**src/rtl/cpu_pkg.sv**
```systemverilog
// Shared definitions for the multi-cycle CPU control unit: opcodes, ALU codes, FSM states.
// Latency: n/a (constants, types and pure functions only).
// Backpressure: n/a.
package cpu_pkg;

   // Default program-counter / address width of the 13-bit datapath
   localparam int DEF_PC_W = 13;

   // Instruction opcodes as presented by the decoder
   localparam logic [2:0] OP_ADD   = 3'b000;
   localparam logic [2:0] OP_SUB   = 3'b001;
   localparam logic [2:0] OP_AND   = 3'b010;
   localparam logic [2:0] OP_OR    = 3'b011;
   localparam logic [2:0] OP_ADDI  = 3'b100;
   localparam logic [2:0] OP_LOAD  = 3'b101;
   localparam logic [2:0] OP_STORE = 3'b110;
   localparam logic [2:0] OP_BEQ   = 3'b111;

   // ALU operation selects
   localparam logic [2:0] ALU_ADD = 3'b000;
   localparam logic [2:0] ALU_SUB = 3'b001;
   localparam logic [2:0] ALU_AND = 3'b010;
   localparam logic [2:0] ALU_OR  = 3'b011;

   // Control FSM states (3-bit encoding)
   typedef enum logic [2:0] {
      S_IDLE      = 3'd0,
      S_FETCH     = 3'd1,
      S_DECODE    = 3'd2,
      S_EXECUTE   = 3'd3,
      S_MEM       = 3'd4,
      S_WRITEBACK = 3'd5,
      S_FAULT     = 3'd6
   } state_t;

   // ALU op for an opcode: address calc for ADDI/LOAD/STORE is an add, BEQ compares by subtract
   function automatic logic [2:0] alu_of(input logic [2:0] op);
      logic [2:0] a;
      a = ALU_ADD;
      case (op)
         OP_SUB, OP_BEQ: a = ALU_SUB;
         OP_AND:         a = ALU_AND;
         OP_OR:          a = ALU_OR;
         default:        a = ALU_ADD;
      endcase
      return a;
   endfunction

   // True when operand 2 is the sign-extended immediate rather than a register
   function automatic logic uses_imm(input logic [2:0] op);
      return (op == OP_ADDI) || (op == OP_LOAD) || (op == OP_STORE);
   endfunction

endpackage

```
**src/rtl/mem_wait_timer.sv**
```systemverilog
// Counts cycles spent waiting for mem_done in a memory-wait state and flags a timeout.
// Latency: expired is combinational on the current count; count updates each clock.
// Backpressure: none; mem_done in the limit cycle suppresses expired so completion wins.
module mem_wait_timer
   import cpu_pkg::*;
#(
   parameter int MEM_TIMEOUT = 15
) (
   input  logic clk,
   input  logic reset,
   input  logic active,
   input  logic clr,
   input  logic mem_done,
   output logic expired
);

   localparam int CW = $clog2(MEM_TIMEOUT + 1);

   logic [CW-1:0] cnt;

   // Count wait cycles without completion; restart on every state change or outside a wait
   always_ff @(posedge clk or posedge reset) begin
      if (reset) begin
         cnt <= '0;
      end else if (clr || !active) begin
         cnt <= '0;
      end else if (!mem_done && !expired) begin
         cnt <= cnt + CW'(1);
      end
   end

   // The limit cycle is the MEM_TIMEOUT-th consecutive cycle without mem_done
   always_comb begin
      expired = active && !mem_done && (cnt == CW'(MEM_TIMEOUT - 1));
   end

endmodule

```
**src/rtl/cpu_control_fsm.sv**
```systemverilog
// Multi-cycle control FSM: FETCH/DECODE/EXECUTE/(MEM)/WRITEBACK, owns PC, drives datapath strobes.
// Latency: ALU 5, LOAD 7, STORE 6, BEQ 4 cycles with a memory answering one cycle after the strobe.
// Backpressure: strobes held until mem_done; no answer within MEM_TIMEOUT cycles -> sticky FAULT.
module cpu_control_fsm
   import cpu_pkg::*;
#(
   parameter int              PC_W        = DEF_PC_W,
   parameter logic [PC_W-1:0] RESET_PC    = '0,
   parameter int              MEM_TIMEOUT = 15
) (
   input  logic            clk,
   input  logic            reset,
   input  logic            run,
   input  logic            mem_done,
   input  logic [2:0]      opcode,
   input  logic            beq,
   input  logic [PC_W-1:0] new_pc,
   output logic            read,
   output logic            write,
   output logic            instruction,
   output logic            instruction_type,
   output logic [2:0]      alu_op,
   output logic            write_flag,
   output logic [PC_W-1:0] pc,
   output logic            halted,
   output logic            fault
);

   state_t          state_q;
   state_t          state_d;
   logic [2:0]      op_q;
   logic [2:0]      op_d;
   logic [PC_W-1:0] pc_d;
   logic            wait_active;
   logic            wait_clr;
   logic            wait_expired;

   mem_wait_timer #(
      .MEM_TIMEOUT (MEM_TIMEOUT)
   ) u_timer (
      .clk      (clk),
      .reset    (reset),
      .active   (wait_active),
      .clr      (wait_clr),
      .mem_done (mem_done),
      .expired  (wait_expired)
   );

   // Timer runs only in the two states that wait on memory; any transition restarts it
   always_comb begin
      wait_active = (state_q == S_FETCH) || (state_q == S_MEM);
      wait_clr    = (state_d != state_q);
   end

   // Opcode register loads in DECODE; op_d lets outputs for EXECUTE see the new opcode at once
   always_comb begin
      op_d = op_q;
      if (state_q == S_DECODE) begin
         op_d = opcode;
      end
   end

   // Next-state and next-PC logic
   always_comb begin
      state_d = state_q;
      pc_d    = pc;
      case (state_q)
         S_IDLE: begin
            if (run) begin
               state_d = S_FETCH;
            end
         end
         S_FETCH: begin
            if (mem_done) begin
               state_d = S_DECODE;
            end else if (wait_expired) begin
               state_d = S_FAULT;
            end
         end
         S_DECODE: begin
            state_d = S_EXECUTE;
         end
         S_EXECUTE: begin
            case (op_q)
               OP_LOAD, OP_STORE: state_d = S_MEM;
               OP_BEQ: begin
                  state_d = S_FETCH;
                  pc_d    = beq ? new_pc : pc + PC_W'(1);
               end
               default: state_d = S_WRITEBACK;
            endcase
         end
         S_MEM: begin
            if (mem_done) begin
               if (op_q == OP_LOAD) begin
                  state_d = S_WRITEBACK;
               end else begin
                  state_d = S_FETCH;
                  pc_d    = pc + PC_W'(1);
               end
            end else if (wait_expired) begin
               state_d = S_FAULT;
            end
         end
         S_WRITEBACK: begin
            state_d = S_FETCH;
            pc_d    = pc + PC_W'(1);
         end
         S_FAULT: begin
            state_d = S_FAULT;
         end
         default: begin
            state_d = S_FAULT;
         end
      endcase
   end

   // State, PC and opcode registers
   always_ff @(posedge clk or posedge reset) begin
      if (reset) begin
         state_q <= S_IDLE;
         pc      <= RESET_PC;
         op_q    <= OP_ADD;
      end else begin
         state_q <= state_d;
         pc      <= pc_d;
         op_q    <= op_d;
      end
   end

   // Operand-2 mux select is captured with the opcode and held until the next DECODE
   always_ff @(posedge clk or posedge reset) begin
      if (reset) begin
         instruction_type <= 1'b1;
      end else if (state_q == S_DECODE) begin
         instruction_type <= !uses_imm(opcode);
      end
   end

   // Moore outputs registered from the next state so they line up with state_q
   always_ff @(posedge clk or posedge reset) begin
      if (reset) begin
         read        <= 1'b0;
         write       <= 1'b0;
         instruction <= 1'b0;
         alu_op      <= ALU_ADD;
         write_flag  <= 1'b0;
         halted      <= 1'b1;
         fault       <= 1'b0;
      end else begin
         read        <= (state_d == S_FETCH) || ((state_d == S_MEM) && (op_d == OP_LOAD));
         write       <= (state_d == S_MEM) && (op_d == OP_STORE);
         instruction <= (state_d == S_FETCH);
         alu_op      <= ((state_d == S_EXECUTE) || (state_d == S_MEM) ||
                         (state_d == S_WRITEBACK)) ? alu_of(op_d) : ALU_ADD;
         write_flag  <= (state_d == S_WRITEBACK);
         halted      <= (state_d == S_IDLE) || (state_d == S_FAULT);
         fault       <= (state_d == S_FAULT);
      end
   end

endmodule

```
**config.mk**
```make
export PLATFORM = sky130hd
export DESIGN_NAME = cpu_control_fsm
export DESIGN_NICKNAME = d
export VERILOG_FILES = /design/src/rtl/cpu_pkg.sv /design/src/rtl/mem_wait_timer.sv /design/src/rtl/cpu_control_fsm.sv
export SDC_FILE = /design/constraint.sdc
export NUM_CORES = 1
export LEC_CHECK = 0
export CAP_MARGIN = 20
export CORE_ASPECT_RATIO = 0.8
export CORE_MARGIN = 3
export CORE_UTILIZATION = 44
export CTS_CLUSTER_SIZE = 28
export DETAILED_ROUTE_END_ITERATION = 8
export PLACE_DENSITY = 0.72
export SKIP_CTS_REPAIR_TIMING = 1
export SYNTH_ARGS = -nofsm -noshare
export SYNTH_HDL_FRONTEND = slang
export SYNTH_SLANG_ARGS = --single-unit
```
**constraint.sdc**
```tcl
create_clock -name clk -period 1.69 [get_ports clk]
set_input_delay 0.338 -clock clk [delete_from_list [all_inputs] [get_ports clk]]
set_output_delay 0.338 -clock clk [all_outputs]
set_load 0.02 [all_outputs]
```
==> run summary <==
The flow ran to the end, and the final reports show no timing, DRC or antenna violations. The number of placement rows came out at 20. The met1 track demand over resource is 27.0%.

The post-route clock period utilization is 95.1%. After legalization and detailed placement, the total HPWL measured a little over 3000 µm. The sequential cell area fraction in the yosys report came out at 44.6%.

The critical path's top delay family is buffers and inverters. The net count of the mapped netlist came out at approximately 220. The count of antenna diodes in the layout came out at 0.

The boundary pin count came out at between 40 and 50. In this run, placement finished with an instance count of 305. The post-synthesis instance area is around 1800 µm².

The maximum VDD drop came out at around 1.0 mV. In the layout the commonest cells are sky130_fd_sc_hd__dfrtp_1, sky130_fd_sc_hd__buf_4, sky130_fd_sc_hd__clkdlybuf4s50_1. The final layout contains routed wiring with a total length of roughly 4500 µm.

In the final timing run, aggregate negative setup slack is 0 ps. The H-tree depth came out at 2. The design draws between 4 and 5 mW. The number of flops mapped to enable cells by yosys came out at 0.

The full die area came out at slightly below 5000 µm². The first-pass iteration count of the detailed router is 4. The largest net degree at the start of global routing is 33. The path category of the worst min-delay check is primary input to async pin. The static power due to leakage came out at around 1.2 nW. The y dimension of the die came out at ~63 µm.

The number of global-route vias before repair came to ~1.5k. The die outline width is ~78 µm. For this run the aggregate overflow at the end of global routing stands at 0. The total core area came out at just under 4000 µm². The average detailed-routed wire length per instance is approximately 14 µm.

The initial antenna violation count is 0. The count of maximum capacitance violations is 0. The power share of the combinational group came out at a little under 60%. The routed via count is ~1.6k. The first global-routing pass estimated ~7300 µm of wire. The number of hold violations in the final report came out at 0. The setup-violating endpoint count in the final report came out at 0. The fmax is just over 600 MHz.

The count of buffers added on input and output ports is 42. The count of mapped cells out of synthesis came out at ~190. The share of total power in sequential cells is 29.2%.

The post-detailed-route via-to-cell ratio is a little over 5. The global placement routability congestion is 0.795. The internal portion of the total power is around 2.9 mW. The tightest hold path in the finished design has a slack of 459 ps. The final core utilization is just under 70%. The synthesized area divided by synthesized cell count came out at roughly 9.4 µm². The signal on the critical path passes through clkdlybuf4s50_1. The worst setup path is of the register to primary output kind. The clock latency on the worst-skew pair is around 280 ps.

The Yosys warning count came out at 0. STA classifies the critical path startpoint as a register. Counting along the longest clock path gives a buffer depth of 2. The met2 demand-to-capacity share in global routing is between 20% and 30%. The number of slew-limit violations in the final report is 0. The cell with the largest stage delay on the worst path is sky130_fd_sc_hd__clkdlybuf4s50_1. The power per standard cell area came out at roughly 1800 nW/µm². The number of buffers created by CTS came out at 5. The number of remaining DRC errors came out at 0. Setup repair after global routing left no endpoint under its margin. The area added between synthesis and finish is 46.9%. The met3 track demand over resource is 5.00%. The share of layout cells above drive strength 1 is between 20% and 30%.

STA classifies the critical path endpoint as a primary output. The delay contributed by the slowest stage of the critical path is just over 600 ps. After filler insertion, the fill cell instance count of the layout stands at between 300 and 400. The master cell of the clock root buffer is sky130_fd_sc_hd__clkbuf_8. The overall routing resource usage came out at roughly a fifth. The starting density of the core is between 40% and 50%.

After clock tree synthesis, the clock-pin slew on the worst setup and hold paths is approximately 70 ps. The clock network burns approximately 13% of the power. Yosys mapped the design onto 55 distinct sky130hd cell types. The number of design-rule violations left by the first detailed-router iteration came out at 114. Once detail routing completed, the nets flagged for antenna violations numbered 0. The clock period minus final worst setup slack came out at between 1500 and 2000 ps. TritonCTS built the clock tree. Net switching is around two fifths of the power. The most instantiated flip-flop cell in the synthesis netlist is sky130_fd_sc_hd__dfrtp_1. The required time at the worst-slack endpoint came out at 1350 ps. In the synthesized netlist the async set-or-reset flop fraction comes to 100%. The register bit count reported by yosys came out at 32. In this run the worst path has a maximum fanout of 3. The number of non-filler instances in the completed layout is 316. The final-stage net count came out at between 200 and 300. The worst endpoint data arrival time is between 1000 and 1500 ps.

The number of clock sinks seen by CTS came out at 32. The buffer and inverter count on the worst path came out at 1. The worst clock skew on the final layout is ~3.1 ps. For this design the total switching power over the nets is between 2 and 2.5 mW. The layer with the highest usage is met2.
cell type report:
cell class,count,area (µm²),share of cell area [%]
Tap cell,55,68.8,2.60
Timing Repair Buffer,72,708,26.7
Clock buffer,8,90.1,3.40
Multi-Input combinational cell,141,946,35.7
Sequential cell,32,806,30.4
Inverter,8,30.0,1.13
flip-flops by register name, indices dropped and copies added, names as in the netlist, 2 cells and up:
name         cells
pc              13
state_q          3
alu_op           2
u_timer.cnt      4
op_q             3
power groups by stage:
stage | clock network, mW | registers [mW] | logic (mW)
after floorplan | 0 | 1.69 | 1.36
after global placement | 0 | 1.43 | 2.74
after detailed placement | 0 | 1.43 | 2.76
after CTS | 0.633 | 1.42 | 2.78
after global routing | 0.672 | 1.48 | 3.12
final | 0.617 | 1.43 | 2.85
final timing paths:
path / cells past startpoint / to / from / slack, ps
min: 3 / pc[0] / reset / 460
min reg2reg: 2 / instruction_type / instruction_type / 500
max in group asynchronous: 3 / instruction_type / reset / 900
max: 1 / pc[12] / pc[12] / 80
max reg2reg: 5 / write_flag / state_q[2] / 90
min in group clk: 2 / instruction_type / instruction_type / 500
layer usage:
metal,vias to the layer above,share of wire [%]
li1,823,-
met1,767,51
met2,33,44
met3,6,4.0
met4,0,0.98
met5,-,0
worst min-delay path: stages:
cell and delay (ps):
sky130_fd_sc_hd__clkdlybuf4s50_1 400, sky130_fd_sc_hd__inv_1 60, sky130_fd_sc_hd__buf_4 370
cell usage after synthesis (2+ instances only):
cell | count | area share, %
sky130_fd_sc_hd__a21oi_1 | 22 | 6.1
sky130_fd_sc_hd__a31oi_1 | 4 | 1.4
sky130_fd_sc_hd__and3_1 | 3 | 1.0
sky130_fd_sc_hd__buf_2 | 2 | 0.56
sky130_fd_sc_hd__buf_4 | 4 | 1.7
sky130_fd_sc_hd__buf_6 | 2 | 1.2
sky130_fd_sc_hd__dfrtp_1 | 30 | 42
sky130_fd_sc_hd__dfstp_2 | 2 | 2.9
sky130_fd_sc_hd__ha_1 | 3 | 2.1
sky130_fd_sc_hd__inv_1 | 8 | 1.7
sky130_fd_sc_hd__mux2i_1 | 2 | 1.1
sky130_fd_sc_hd__nand2_1 | 20 | 4.2
sky130_fd_sc_hd__nand2b_1 | 5 | 1.7
sky130_fd_sc_hd__nand3_1 | 4 | 1.1
sky130_fd_sc_hd__nand3b_1 | 2 | 0.83
sky130_fd_sc_hd__nand4_1 | 5 | 1.7
sky130_fd_sc_hd__nor2_1 | 17 | 3.5
sky130_fd_sc_hd__nor3_1 | 4 | 1.1
sky130_fd_sc_hd__nor4_1 | 2 | 0.69
sky130_fd_sc_hd__o21ai_0 | 8 | 2.2
sky130_fd_sc_hd__o22a_1 | 2 | 0.97
sky130_fd_sc_hd__o22ai_1 | 4 | 1.4
sky130_fd_sc_hd__xnor2_1 | 3 | 1.5
sky130_fd_sc_hd__xor2_1 | 2 | 0.97
per-stage QoR:
step	area [µm²]	setup WS [ps]
global route	2650	4.93
floorplan	1800	8.67
CTS	2540	-94.1
global placement	2450	-198
finish	2650	83.2
detailed placement	2450	-273
kinds of logic after synthesis:
| kind of cell | after synthesis | synth area share, % |
|---|---|---|
| DFF | 32 | 44.6 |
| xor gates and xnor gates | 5 | 2.43 |
| muxes | 3 | 1.73 |
| buffers and inverters | 18 | 5.55 |
| and+or+nand+nor | 77 | 24.8 |
| AOI/OAI and AO/OA | 52 | 18.6 |
| other | 1 | 0.208 |
| adders and majority gates | 3 | 2.08 |
Note: power is estimated with default switching activity, not from simulation.
